<file path="src/rtl/lsu_pkg.sv">
// Shared constants for the load/store unit: funct3 codes, state encoding,
// and the request error classifier used at acceptance.
package lsu_pkg;

  localparam int DATA_W = 32;

  localparam logic [2:0] F3_B  = 3'b000;
  localparam logic [2:0] F3_H  = 3'b001;
  localparam logic [2:0] F3_W  = 3'b010;
  localparam logic [2:0] F3_BU = 3'b100;
  localparam logic [2:0] F3_HU = 3'b101;

  localparam logic [2:0] ST_IDLE   = 3'd0;
  localparam logic [2:0] ST_LOAD   = 3'd1;
  localparam logic [2:0] ST_STORE  = 3'd2;
  localparam logic [2:0] ST_RMW_RD = 3'd3;
  localparam logic [2:0] ST_RMW_WR = 3'd4;
  localparam logic [2:0] ST_ERR    = 3'd5;

  typedef enum logic [2:0] {
    IDLE   = ST_IDLE,
    LOAD   = ST_LOAD,
    STORE  = ST_STORE,
    RMW_RD = ST_RMW_RD,
    RMW_WR = ST_RMW_WR,
    ERR    = ST_ERR
  } lsu_state_e;

  // Misaligned halfword/word, reserved funct3, or unsigned-store encodings.
  function automatic logic req_is_err(input logic we, input logic [2:0] f3,
                                      input logic [1:0] a);
    logic e;
    case (f3)
      F3_B:    e = 1'b0;
      F3_H:    e = a[0];
      F3_W:    e = |a;
      F3_BU:   e = we;
      F3_HU:   e = we | a[0];
      default: e = 1'b1;
    endcase
    return e;
  endfunction

endpackage

</file>
<file path="src/rtl/lsu_lane_align.sv">
// Byte/halfword lane handling: load extraction with sign/zero extension and
// the merge of sub-word store data into a previously read word.
module lsu_lane_align
  import lsu_pkg::*;
(
  input  logic [2:0]        funct3,
  input  logic [1:0]        addr,
  input  logic [DATA_W-1:0] word,
  input  logic [DATA_W-1:0] wdata,
  output logic [DATA_W-1:0] load_val,
  output logic [DATA_W-1:0] merged
);

  logic [7:0]  byte_sel;
  logic [15:0] half_sel;
  logic        unused_wdata_hi;

  assign unused_wdata_hi = ^wdata[31:16];

  // Pick the addressed lane and extend it to a full word.
  always_comb begin
    byte_sel = word[{addr, 3'b000} +: 8];
    half_sel = addr[1] ? word[31:16] : word[15:0];
    case (funct3)
      F3_B:    load_val = {{24{byte_sel[7]}}, byte_sel};
      F3_BU:   load_val = {24'h0, byte_sel};
      F3_H:    load_val = {{16{half_sel[15]}}, half_sel};
      F3_HU:   load_val = {16'h0, half_sel};
      default: load_val = word;
    endcase
  end

  // Overwrite only the addressed byte/half of the word read back.
  always_comb begin
    merged = word;
    if (funct3 == F3_B) begin
      merged[{addr, 3'b000} +: 8] = wdata[7:0];
    end else if (funct3 == F3_H) begin
      if (addr[1]) merged[31:16] = wdata[15:0];
      else         merged[15:0]  = wdata[15:0];
    end
  end

endmodule

</file>
<file path="src/rtl/load_store_unit.sv">
// RV32I load/store master for a word-organised memory with word-only write
// enable. Sub-word stores are done as read-modify-write.
//
// state  | meaning
// IDLE   | ready for a request
// LOAD   | word address on the bus, read lane captured at next edge
// STORE  | full-word write in progress
// RMW_RD | read old word, merge sub-word data at next edge
// RMW_WR | write merged word
// ERR    | misaligned/illegal request, report error without memory access
module load_store_unit
  import lsu_pkg::*;
#(
  parameter int M_ADDR_W = 16
) (
  input  logic                clk,
  input  logic                rst_n,
  input  logic                req_valid,
  output logic                req_ready,
  input  logic                req_we,
  input  logic [2:0]          req_funct3,
  input  logic [31:0]         req_addr,
  input  logic [DATA_W-1:0]   req_wdata,
  output logic                resp_valid,
  output logic [DATA_W-1:0]   resp_rdata,
  output logic                resp_err,
  output logic                mem_w_en,
  output logic [M_ADDR_W-1:0] mem_addr,
  output logic [DATA_W-1:0]   mem_din,
  input  logic [DATA_W-1:0]   mem_dout
);

  lsu_state_e        state, state_nx;
  logic [2:0]        f3_q;
  logic [1:0]        lo_q;
  logic [DATA_W-1:0] wdata_q;
  logic              accept;
  logic              acc_err;
  logic [DATA_W-1:0] load_val;
  logic [DATA_W-1:0] merged;
  logic              unused_addr_hi;

  // Upper byte-address bits beyond the memory depth simply wrap.
  assign unused_addr_hi = ^req_addr[31:M_ADDR_W+2];

  assign accept  = req_valid & req_ready;
  assign acc_err = req_is_err(req_we, req_funct3, req_addr[1:0]);

  lsu_lane_align u_align (
    .funct3   (f3_q),
    .addr     (lo_q),
    .word     (mem_dout),
    .wdata    (wdata_q),
    .load_val (load_val),
    .merged   (merged)
  );

  // State register.
  always_ff @(posedge clk or negedge rst_n) begin
    if (!rst_n) state <= IDLE;
    else        state <= state_nx;
  end

  // Next state; ready and write enable decoded from the state register only.
  always_comb begin
    state_nx  = state;
    req_ready = 1'b0;
    mem_w_en  = 1'b0;
    case (state)
      IDLE: begin
        req_ready = 1'b1;
        if (req_valid) begin
          if (acc_err)                  state_nx = ERR;
          else if (!req_we)             state_nx = LOAD;
          else if (req_funct3 == F3_W)  state_nx = STORE;
          else                          state_nx = RMW_RD;
        end
      end
      LOAD:   state_nx = IDLE;
      STORE: begin
        mem_w_en = 1'b1;
        state_nx = IDLE;
      end
      RMW_RD: state_nx = RMW_WR;
      RMW_WR: begin
        mem_w_en = 1'b1;
        state_nx = IDLE;
      end
      ERR:    state_nx = IDLE;
      default: state_nx = IDLE;
    endcase
  end

  // Request latching, memory bus registers and the one-cycle response.
  always_ff @(posedge clk or negedge rst_n) begin
    if (!rst_n) begin
      f3_q       <= 3'b0;
      lo_q       <= 2'b0;
      wdata_q    <= '0;
      mem_addr   <= '0;
      mem_din    <= '0;
      resp_valid <= 1'b0;
      resp_err   <= 1'b0;
      resp_rdata <= '0;
    end else begin
      resp_valid <= 1'b0;
      resp_err   <= 1'b0;
      resp_rdata <= '0;
      if (accept) begin
        f3_q    <= req_funct3;
        lo_q    <= req_addr[1:0];
        wdata_q <= req_wdata;
        // Erroneous requests leave the memory bus untouched.
        if (!acc_err) begin
          mem_addr <= req_addr[M_ADDR_W+1:2];
          if (req_we && req_funct3 == F3_W) mem_din <= req_wdata;
        end
      end
      case (state)
        LOAD: begin
          resp_valid <= 1'b1;
          resp_rdata <= load_val;
        end
        STORE:  resp_valid <= 1'b1;
        RMW_RD: mem_din    <= merged;
        RMW_WR: resp_valid <= 1'b1;
        ERR: begin
          resp_valid <= 1'b1;
          resp_err   <= 1'b1;
        end
        default: ;
      endcase
    end
  end

endmodule

</file>
<file path="config.mk">
export PLATFORM = sky130hd
export DESIGN_NAME = load_store_unit
export DESIGN_NICKNAME = d
export VERILOG_FILES = /design/src/rtl/lsu_pkg.sv /design/src/rtl/lsu_lane_align.sv /design/src/rtl/load_store_unit.sv
export SDC_FILE = /design/constraint.sdc
export NUM_CORES = 1
export LEC_CHECK = 0
export CORE_MARGIN = 10
export CORE_UTILIZATION = 47
export DETAILED_ROUTE_END_ITERATION = 10
export GPL_TIMING_DRIVEN = 0
export MAX_ROUTING_LAYER = met4
export PLACE_DENSITY = 0.8
export SLEW_MARGIN = 25
export SYNTH_ARGS = -nofsm -noshare
export SYNTH_HDL_FRONTEND = slang
export SYNTH_SLANG_ARGS = --single-unit
</file>
<file path="constraint.sdc">
create_clock -name clk -period 2.9 [get_ports clk]
set_input_delay 0.58 -clock clk [delete_from_list [all_inputs] [get_ports clk]]
set_output_delay 0.58 -clock clk [all_outputs]
set_load 0.03 [all_outputs]
</file>
==> results.json, run 1 <==
{
  "status": "complete, no violations",
  "crit_fanout": 10,
  "tightest_slew_ns": 0.8083,
  "area_growth_pct": 37.94,
  "slowest_delay_ns": 0.47,
  "path_buf_inv": 4,
  "grt_max_degree": 57,
  "grt_first_pass_wirelength_mm": 37.45,
  "drc_errors": 0,
  "vias": 6010,
  "clock_path_buffers": 2,
  "ir_drop_v": 0.0006182,
  "worstPathRequired_ns": 3.13,
  "cp_data_arrival_time_ns": 3.00,
  "postLayoutCellArea_mm2": 0.008275,
  "io-pin-count": 187,
  "yosysUniqueCellTypes": 60,
  "cp-start-kind": "register",
  "finalHoldWorstSlack_ns": 0.1649,
  "dpl_cell_area_mm2": 0.007965,
  "finalMaxSlewViolations": 0,
  "grt_setup_unrepaired": "false",
  "gp_congestion": 0.9598,
  "synth_warnings": 0,
  "seq_area_frac_synth": 0.4421,
  "relSlewSlack": 0.4588,
  "coreArea_mm2": 0.01257,
  "path_class": "reg -> reg",
  "grt_use_total": 0.2799,
  "cts_max_level": 3,
  "setup_viol": 0,
  "start_util": 0.4774,
  "syn_nets": 718,
  "numCtsBuffers": 9,
  "dp_hpwl_mm": 18.72,
  "syn_area_mm2": 0.006000,
  "antenna_found_initial": 0,
  "crit_cells": 9,
  "intPower_w": 0.004736,
  "die_height_um": 133.0,
  "wl_per_cell_um": 25.16,
  "p_sw_w": 0.004142,
  "synth_edf_count": 0,
  "drtIter0Drc": 573,
  "design.die.area_mm2": 0.01768,
  "async_flop_share": 1.000,
  "crit_path_end_kind": "register",
  "finalCritPeriodShare": 0.9542,
  "crit_family": "buffers and inverters",
  "clock_latency_ns": 0.36,
  "grt-ovfl-total": 0,
  "rows": 41,
  "max_freq_mhz": 361.4,
  "final.min_clock_period_ns": 2.767,
  "cap_violations": 0,
  "drt_pass1_iterations": 5,
  "p_seq_frac": 0.281,
  "ant_nets": 0,
  "r2r_cells": 9,
  "drt_wl_total_mm": 24.48,
  "ys.flop_type": "dfrtp_1",
  "powerDensity_mw_per_mm2": 1073,
  "crit_slowest_cell": "dfrtp_1",
  "layout-drive-gt1-share": 0.1286,
  "vias_per_cell": 6.177,
  "nNetsFinal": 905,
  "synth-seq-cells": 106,
  "final_hold_viol_count": 0,
  "cp_cell_sequence": "clkbuf_4 > buf_4 > inv_1 > ha_2 > or3b_2 > buf_2 > a221oi_1 > or3_1 > mux2i_1",
  "final.setup_skew_ns": 0.01094,
  "cts.clk_slew.worst_paths_ns": 0.07,
  "antenna_cells": 0,
  "comb_power_share": 0.588,
  "clock_sinks": 106,
  "ctsRootBufferMaster": "clkbuf_16",
  "p_clk_frac": 0.131,
  "synth_area_per_cell_um2": 9.835,
  "cts_tree": "built",
  "hp-class": "in -> async",
  "die_x_um": 133.0,
  "switching_share": 0.4666,
  "grt_pass1_vias": 6449,
  "p_leak_nw": 3.713,
  "io_buffers": 172,
  "synthCells": 610
}
[registers in the layout, indices dropped and copies added, names as in the netlist]
register    count
resp_err        1
mem_addr       16
state           3
mem_din        32
wdata_q        16
resp_valid      1
resp_rdata     32
lo_q            2
f3_q            3
[power by group through the flow]
stage	Clock (W)	Sequential (W)	Combinational, W
2_1_floorplan	0	0.00328	0.00222
3_3_place_gp	0	0.00247	0.00502
3_5_place_dp	0	0.00251	0.00510
4_1_cts	0.00117	0.00248	0.00514
5_1_grt	0.00123	0.00255	0.00555
6_report	0.00116	0.00249	0.00522
[cells in the mapped netlist (all sizes together), types with 5 or more instances]
cell type  number  area (µm²)
o221a           8       90.09
ha              5       62.56
o21a           19       142.6
a21o           10       75.07
a221oi         19       166.4
a21oi          23       115.1
nor3           21       105.1
nor2b           5       31.28
a32oi           6       52.55
buf            37       224.0
mux4            8       180.2
or3             5       31.28
mux2i          28       280.3
nor2           33       133.9
a22oi           5       37.54
and3            5       31.28
o22ai          22       137.6
nand3           6       30.03
o21ai          20       103.9
nand2b         11       68.82
nand2         110       415.4
dfrtp         106        2653
clkbuf         15       56.30
o32ai           9       78.83
mux2           18       206.4
o2bb2ai        12       105.1
[final cells by class]
| type | instances | area (µm²) |
|---|---|---|
| clock buffer | 12 | 246.5 |
| tap | 172 | 215.2 |
| fill | 999 | 4293 |
| buffer | 51 | 281.5 |
| clock inverter | 3 | 23.77 |
| inverter | 4 | 18.77 |
| timing repair buffer | 177 | 1780 |
| sequential | 106 | 2653 |
| multi-input combinational | 448 | 3057 |
[final timing paths]
| kind | startpoint | to | slack [ns] |
|---|---|---|---|
| worst max-delay path | lo_q[0] | mem_din[1] | 0.13 |
| worst min-delay path | rst_n | mem_din[29] | 0.16 |
| worst max register to register | lo_q[0] | mem_din[1] | 0.13 |
| worst min register to register | wdata_q[10] | wdata_q[10] | 0.50 |
| max in group asynchronous | rst_n | wdata_q[12] | 2.11 |
| min in group clk | wdata_q[10] | wdata_q[10] | 0.50 |
[metrics by stage]
| stage | setup TNS, ns | total power [W] | cells | util | worst slack (ns) |
|---|---|---|---|---|---|
| 2_1_floorplan | 0 | 0.005502 | 610 | - | 0.4355 |
| 3_3_place_gp | -280.15 | 0.007497 | 954 | 0.6315 | -2.611 |
| 3_5_place_dp | -3.311 | 0.007611 | 955 | 0.6337 | -0.3469 |
| 4_1_cts | 0 | 0.008791 | 969 | 0.6557 | 0.01218 |
| 5_1_grt | 0 | 0.009325 | 973 | 0.6584 | 0.02229 |
| 6_report | 0 | 0.008879 | 973 | 0.6584 | 0.1329 |
[what timing repair did]
item,4_1_cts,5_1_grt
gates cloned,0,0
gates resized for setup,3,2
hold endpoints to repair,0,0
hold buffers,0,0
setup buffers,0,4
endpoints found under the setup margin,21,19
[cell usage in the layout, fill, tap and decap left out, types with 9 or more instances in the layout]
cell type	instances
a21o_1	10
a21oi_1	23
a221oi_1	19
buf_2	21
clkbuf_1	17
clkbuf_16	9
clkdlybuf4s50_1	171
dfrtp_1	106
mux2_2	17
mux2i_1	28
nand2_1	109
nand2b_1	11
nor2_1	31
nor3_1	21
o21a_1	19
o21ai_0	19
o22ai_1	22
o2bb2ai_1	12
o32ai_1	9
[worst register-to-register path, cell delays in order (launching register included)]
cell and delay (ns):
dfrtp_1 0.47, clkbuf_4 0.25, buf_4 0.23, inv_1 0.17
ha_2 0.31, or3b_2 0.45, buf_2 0.19, a221oi_1 0.34
or3_1 0.16, mux2i_1 0.06
[logic make-up (layout without fill, tap and decap cells)]
kind of cell	Yosys count	in the layout	synth area share
adder cells (fa/ha/maj)	5	5	0.01043
AO/OA/AOI/OAI	168	168	0.2067
XOR/XNOR	1	1	0.001460
buffers and inverters	56	247	0.04922
AND/OR/NAND/NOR	220	220	0.1789
multiplexers	54	54	0.1112
flip-flops	106	106	0.4421
[per-layer routing]
layer,wire (µm),up-vias,track usage
li1,-,2629,-
met1,9668,2902,0.3359
met2,11450,407,0.4355
met3,2716,72,0.08251
met4,641,0,0.1076
met5,0,-,-
Power figures use the tool's default switching activity.
==> inputs of run 2 (changes only) <==
--- a/config.mk
+++ b/config.mk
@@ -6,11 +6,11 @@
 export NUM_CORES = 1
 export LEC_CHECK = 0
 export CORE_MARGIN = 10
-export CORE_UTILIZATION = 47
+export CORE_UTILIZATION = 45
 export DETAILED_ROUTE_END_ITERATION = 10
 export GPL_TIMING_DRIVEN = 0
 export MAX_ROUTING_LAYER = met4
-export PLACE_DENSITY = 0.8
+export PLACE_DENSITY = 0.77
 export SLEW_MARGIN = 25
 export SYNTH_ARGS = -nofsm -noshare
 export SYNTH_HDL_FRONTEND = slang
==> run 2 against run 1 <==
Non-clock buffer count is 2 lower. Setup slack better by 0.019 ns. Maximum frequency is 0.68% higher. Register-to-register slack better by 0.02 ns. Die area is 3.8% higher. Critical endpoint unchanged. Largest cell class unchanged. Largest power group unchanged.
==> results.json, run 2 (synthesized netlist as in run 1, its figures left out) <==
{
  "hold_buffers": 0,
  "dp_hpwl_mm": 18.78,
  "finalCritPeriodShare": 0.9477,
  "place_inst": 959,
  "ir_drop_v": 0.0007338,
  "finalHoldWorstSlack_ns": 0.1478,
  "worstPathRequired_ns": 3.13,
  "clock_path_buffers": 2,
  "grt_pass1_vias": 6309,
  "coreArea_mm2": 0.01314,
  "r2r_setup_slack_ns": 0.15,
  "p_leak_nw": 3.715,
  "rows": 42,
  "pre_cts_slack_ns": -0.2619,
  "stdcell_count": 976,
  "hp-class": "in -> async",
  "regToRegStartpoint": "lo_q[0]",
  "powerDensity_mw_per_mm2": 1080,
  "finalMaxSlewViolations": 0,
  "finalPower_w": 0.008947,
  "setup_viol": 0,
  "largestRegisters": "mem_din: 32 flops, resp_rdata: 32 flops",
  "final_hold_viol_count": 0,
  "final.setup_skew_ns": 0.008981,
  "area_growth_pct": 38.14,
  "cp_data_arrival_time_ns": 2.98,
  "crit_path_end_kind": "register",
  "max_freq_mhz": 363.9,
  "timing.final.ws_setup_ns": 0.1516,
  "nNetsFinal": 903,
  "cts_tree": "built",
  "tightest_slew_ns": 0.7313,
  "reg2reg_to": "mem_din[1]",
  "clock_sinks": 106,
  "antenna_found_initial": 0,
  "layout-drive-gt1-share": 0.1275,
  "ctsRootBufferMaster": "clkbuf_16",
  "cts.clk_slew.worst_paths_ns": 0.07,
  "final_cell_mix": "clkdlybuf4s50_1 (171), nand2_1 (109), dfrtp_1 (106)",
  "antenna_cells": 0,
  "die_x_um": 135.5,
  "cp-start-kind": "register",
  "clock_latency_ns": 0.37,
  "grt_max_degree": 59,
  "design.die.area_mm2": 0.01835,
  "drtIter0Drc": 720,
  "path_class": "reg -> reg",
  "r2r_cells": 9,
  "status": "complete, no violations",
  "drt_pass1_iterations": 6,
  "grt-ovfl-total": 0,
  "final_common_cell": "clkdlybuf4s50_1",
  "relSlewSlack": 0.5103,
  "numCtsBuffers": 9,
  "vias": 5935,
  "gp_congestion": 0.9414,
  "crit_fanout": 10,
  "drt_wl_total_mm": 24.53,
  "grt_first_pass_wirelength_mm": 37.04,
  "io-pin-count": 187,
  "cts_max_level": 3,
  "io_buffers": 172,
  "cap_violations": 0,
  "final.min_clock_period_ns": 2.748,
  "grt_setup_unrepaired": "false",
  "wl_per_cell_um": 25.13,
  "ant_nets": 0,
  "die_height_um": 135.5,
  "vias_per_cell": 6.081,
  "grt_use_total": 0.2721,
  "start_util": 0.4567,
  "drc_errors": 0
}
run 2: cell count changes in the layout (fill, tap and decap cells not counted), sizes merged:
cell / delta
clkinvlp: +1
clkinv: +1
clkbuf: -2
bufinv: +1
buf: -2
run 2: repair_timing:
action | 4_1_cts | 5_1_grt
cloned | 0 | 0
gates resized for setup | 2 | 3
setup endpoints to repair | 14 | 15
setup buffers | 0 | 2
run 2: how the worst max path moves through the flow:
| stage | startpoint | endpoint | depth (start not counted) |
|---|---|---|---|
| 4_1_cts | lo_q[0] | mem_din[1] | 9 |
| 3_3_place_gp | rst_n | mem_addr[12] | 1 |
| 6_report | lo_q[0] | mem_din[1] | 9 |
| 3_5_place_dp | lo_q[1] | mem_din[1] | 9 |
| 2_1_floorplan | lo_q[1] | mem_din[0] | 9 |
| 5_1_grt | lo_q[0] | mem_din[1] | 9 |
run 2: power by group:
part           switching, W  leakage, nW  total (W)  internal, W
clock network      0.000588        0.135    0.00126     0.000672
logic               0.00314         2.24    0.00519      0.00205
registers          0.000436         1.34    0.00250      0.00206
run 2: worst max-delay path: stages, from the launching register on:
cell and delay (ns):
dfrtp_1 0.45, clkbuf_4 0.24, buf_4 0.22, inv_1 0.15
ha_1 0.35, or3b_2 0.47, buf_2 0.18, a221oi_1 0.28
or3_1 0.17, mux2i_1 0.09
run 2: final cells by class:
cell class	instances	area, µm²
Fill cell	1093	4850
Multi-Input combinational cell	448	3054
Sequential cell	106	2653
Timing Repair Buffer	175	1765
Buffer	51	281.5
Clock buffer	10	229.0
Tap cell	176	220.2
Clock inverter	6	66.31
Inverter	4	18.77
run 2: layer usage:
metal | wire length (µm) | up-vias | share of wire | GRT usage
met5 | 0 | - | 0 | -
met2 | 11520 | 371 | 0.47 | 0.4278
met1 | 9842 | 2881 | 0.40 | 0.3268
li1 | - | 2623 | - | -
met4 | 636 | 0 | 0.026 | 0.1053
met3 | 2526 | 60 | 0.10 | 0.07381
run 2: per-stage QoR:
stage | instance area [µm²] | utilization | TNS [ns]
after CTS | 8268 | 0.6293 | 0
after global routing | 8288 | 0.6309 | 0
after floorplan | 6000 | - | 0
after detailed placement | 7970 | 0.6067 | -1.780
after global placement | 7941 | 0.6045 | -273.58
final | 8288 | 0.6309 | 0
==> inputs of run 3 (changes only) <==
--- a/config.mk
+++ b/config.mk
@@ -5,6 +5,7 @@
 export SDC_FILE = /design/constraint.sdc
 export NUM_CORES = 1
 export LEC_CHECK = 0
+export CAP_MARGIN = 20
 export CORE_MARGIN = 10
 export CORE_UTILIZATION = 45
 export DETAILED_ROUTE_END_ITERATION = 10
==> results of run 3 <==
Final layout, timing and power as in run 2 (identical DEF).
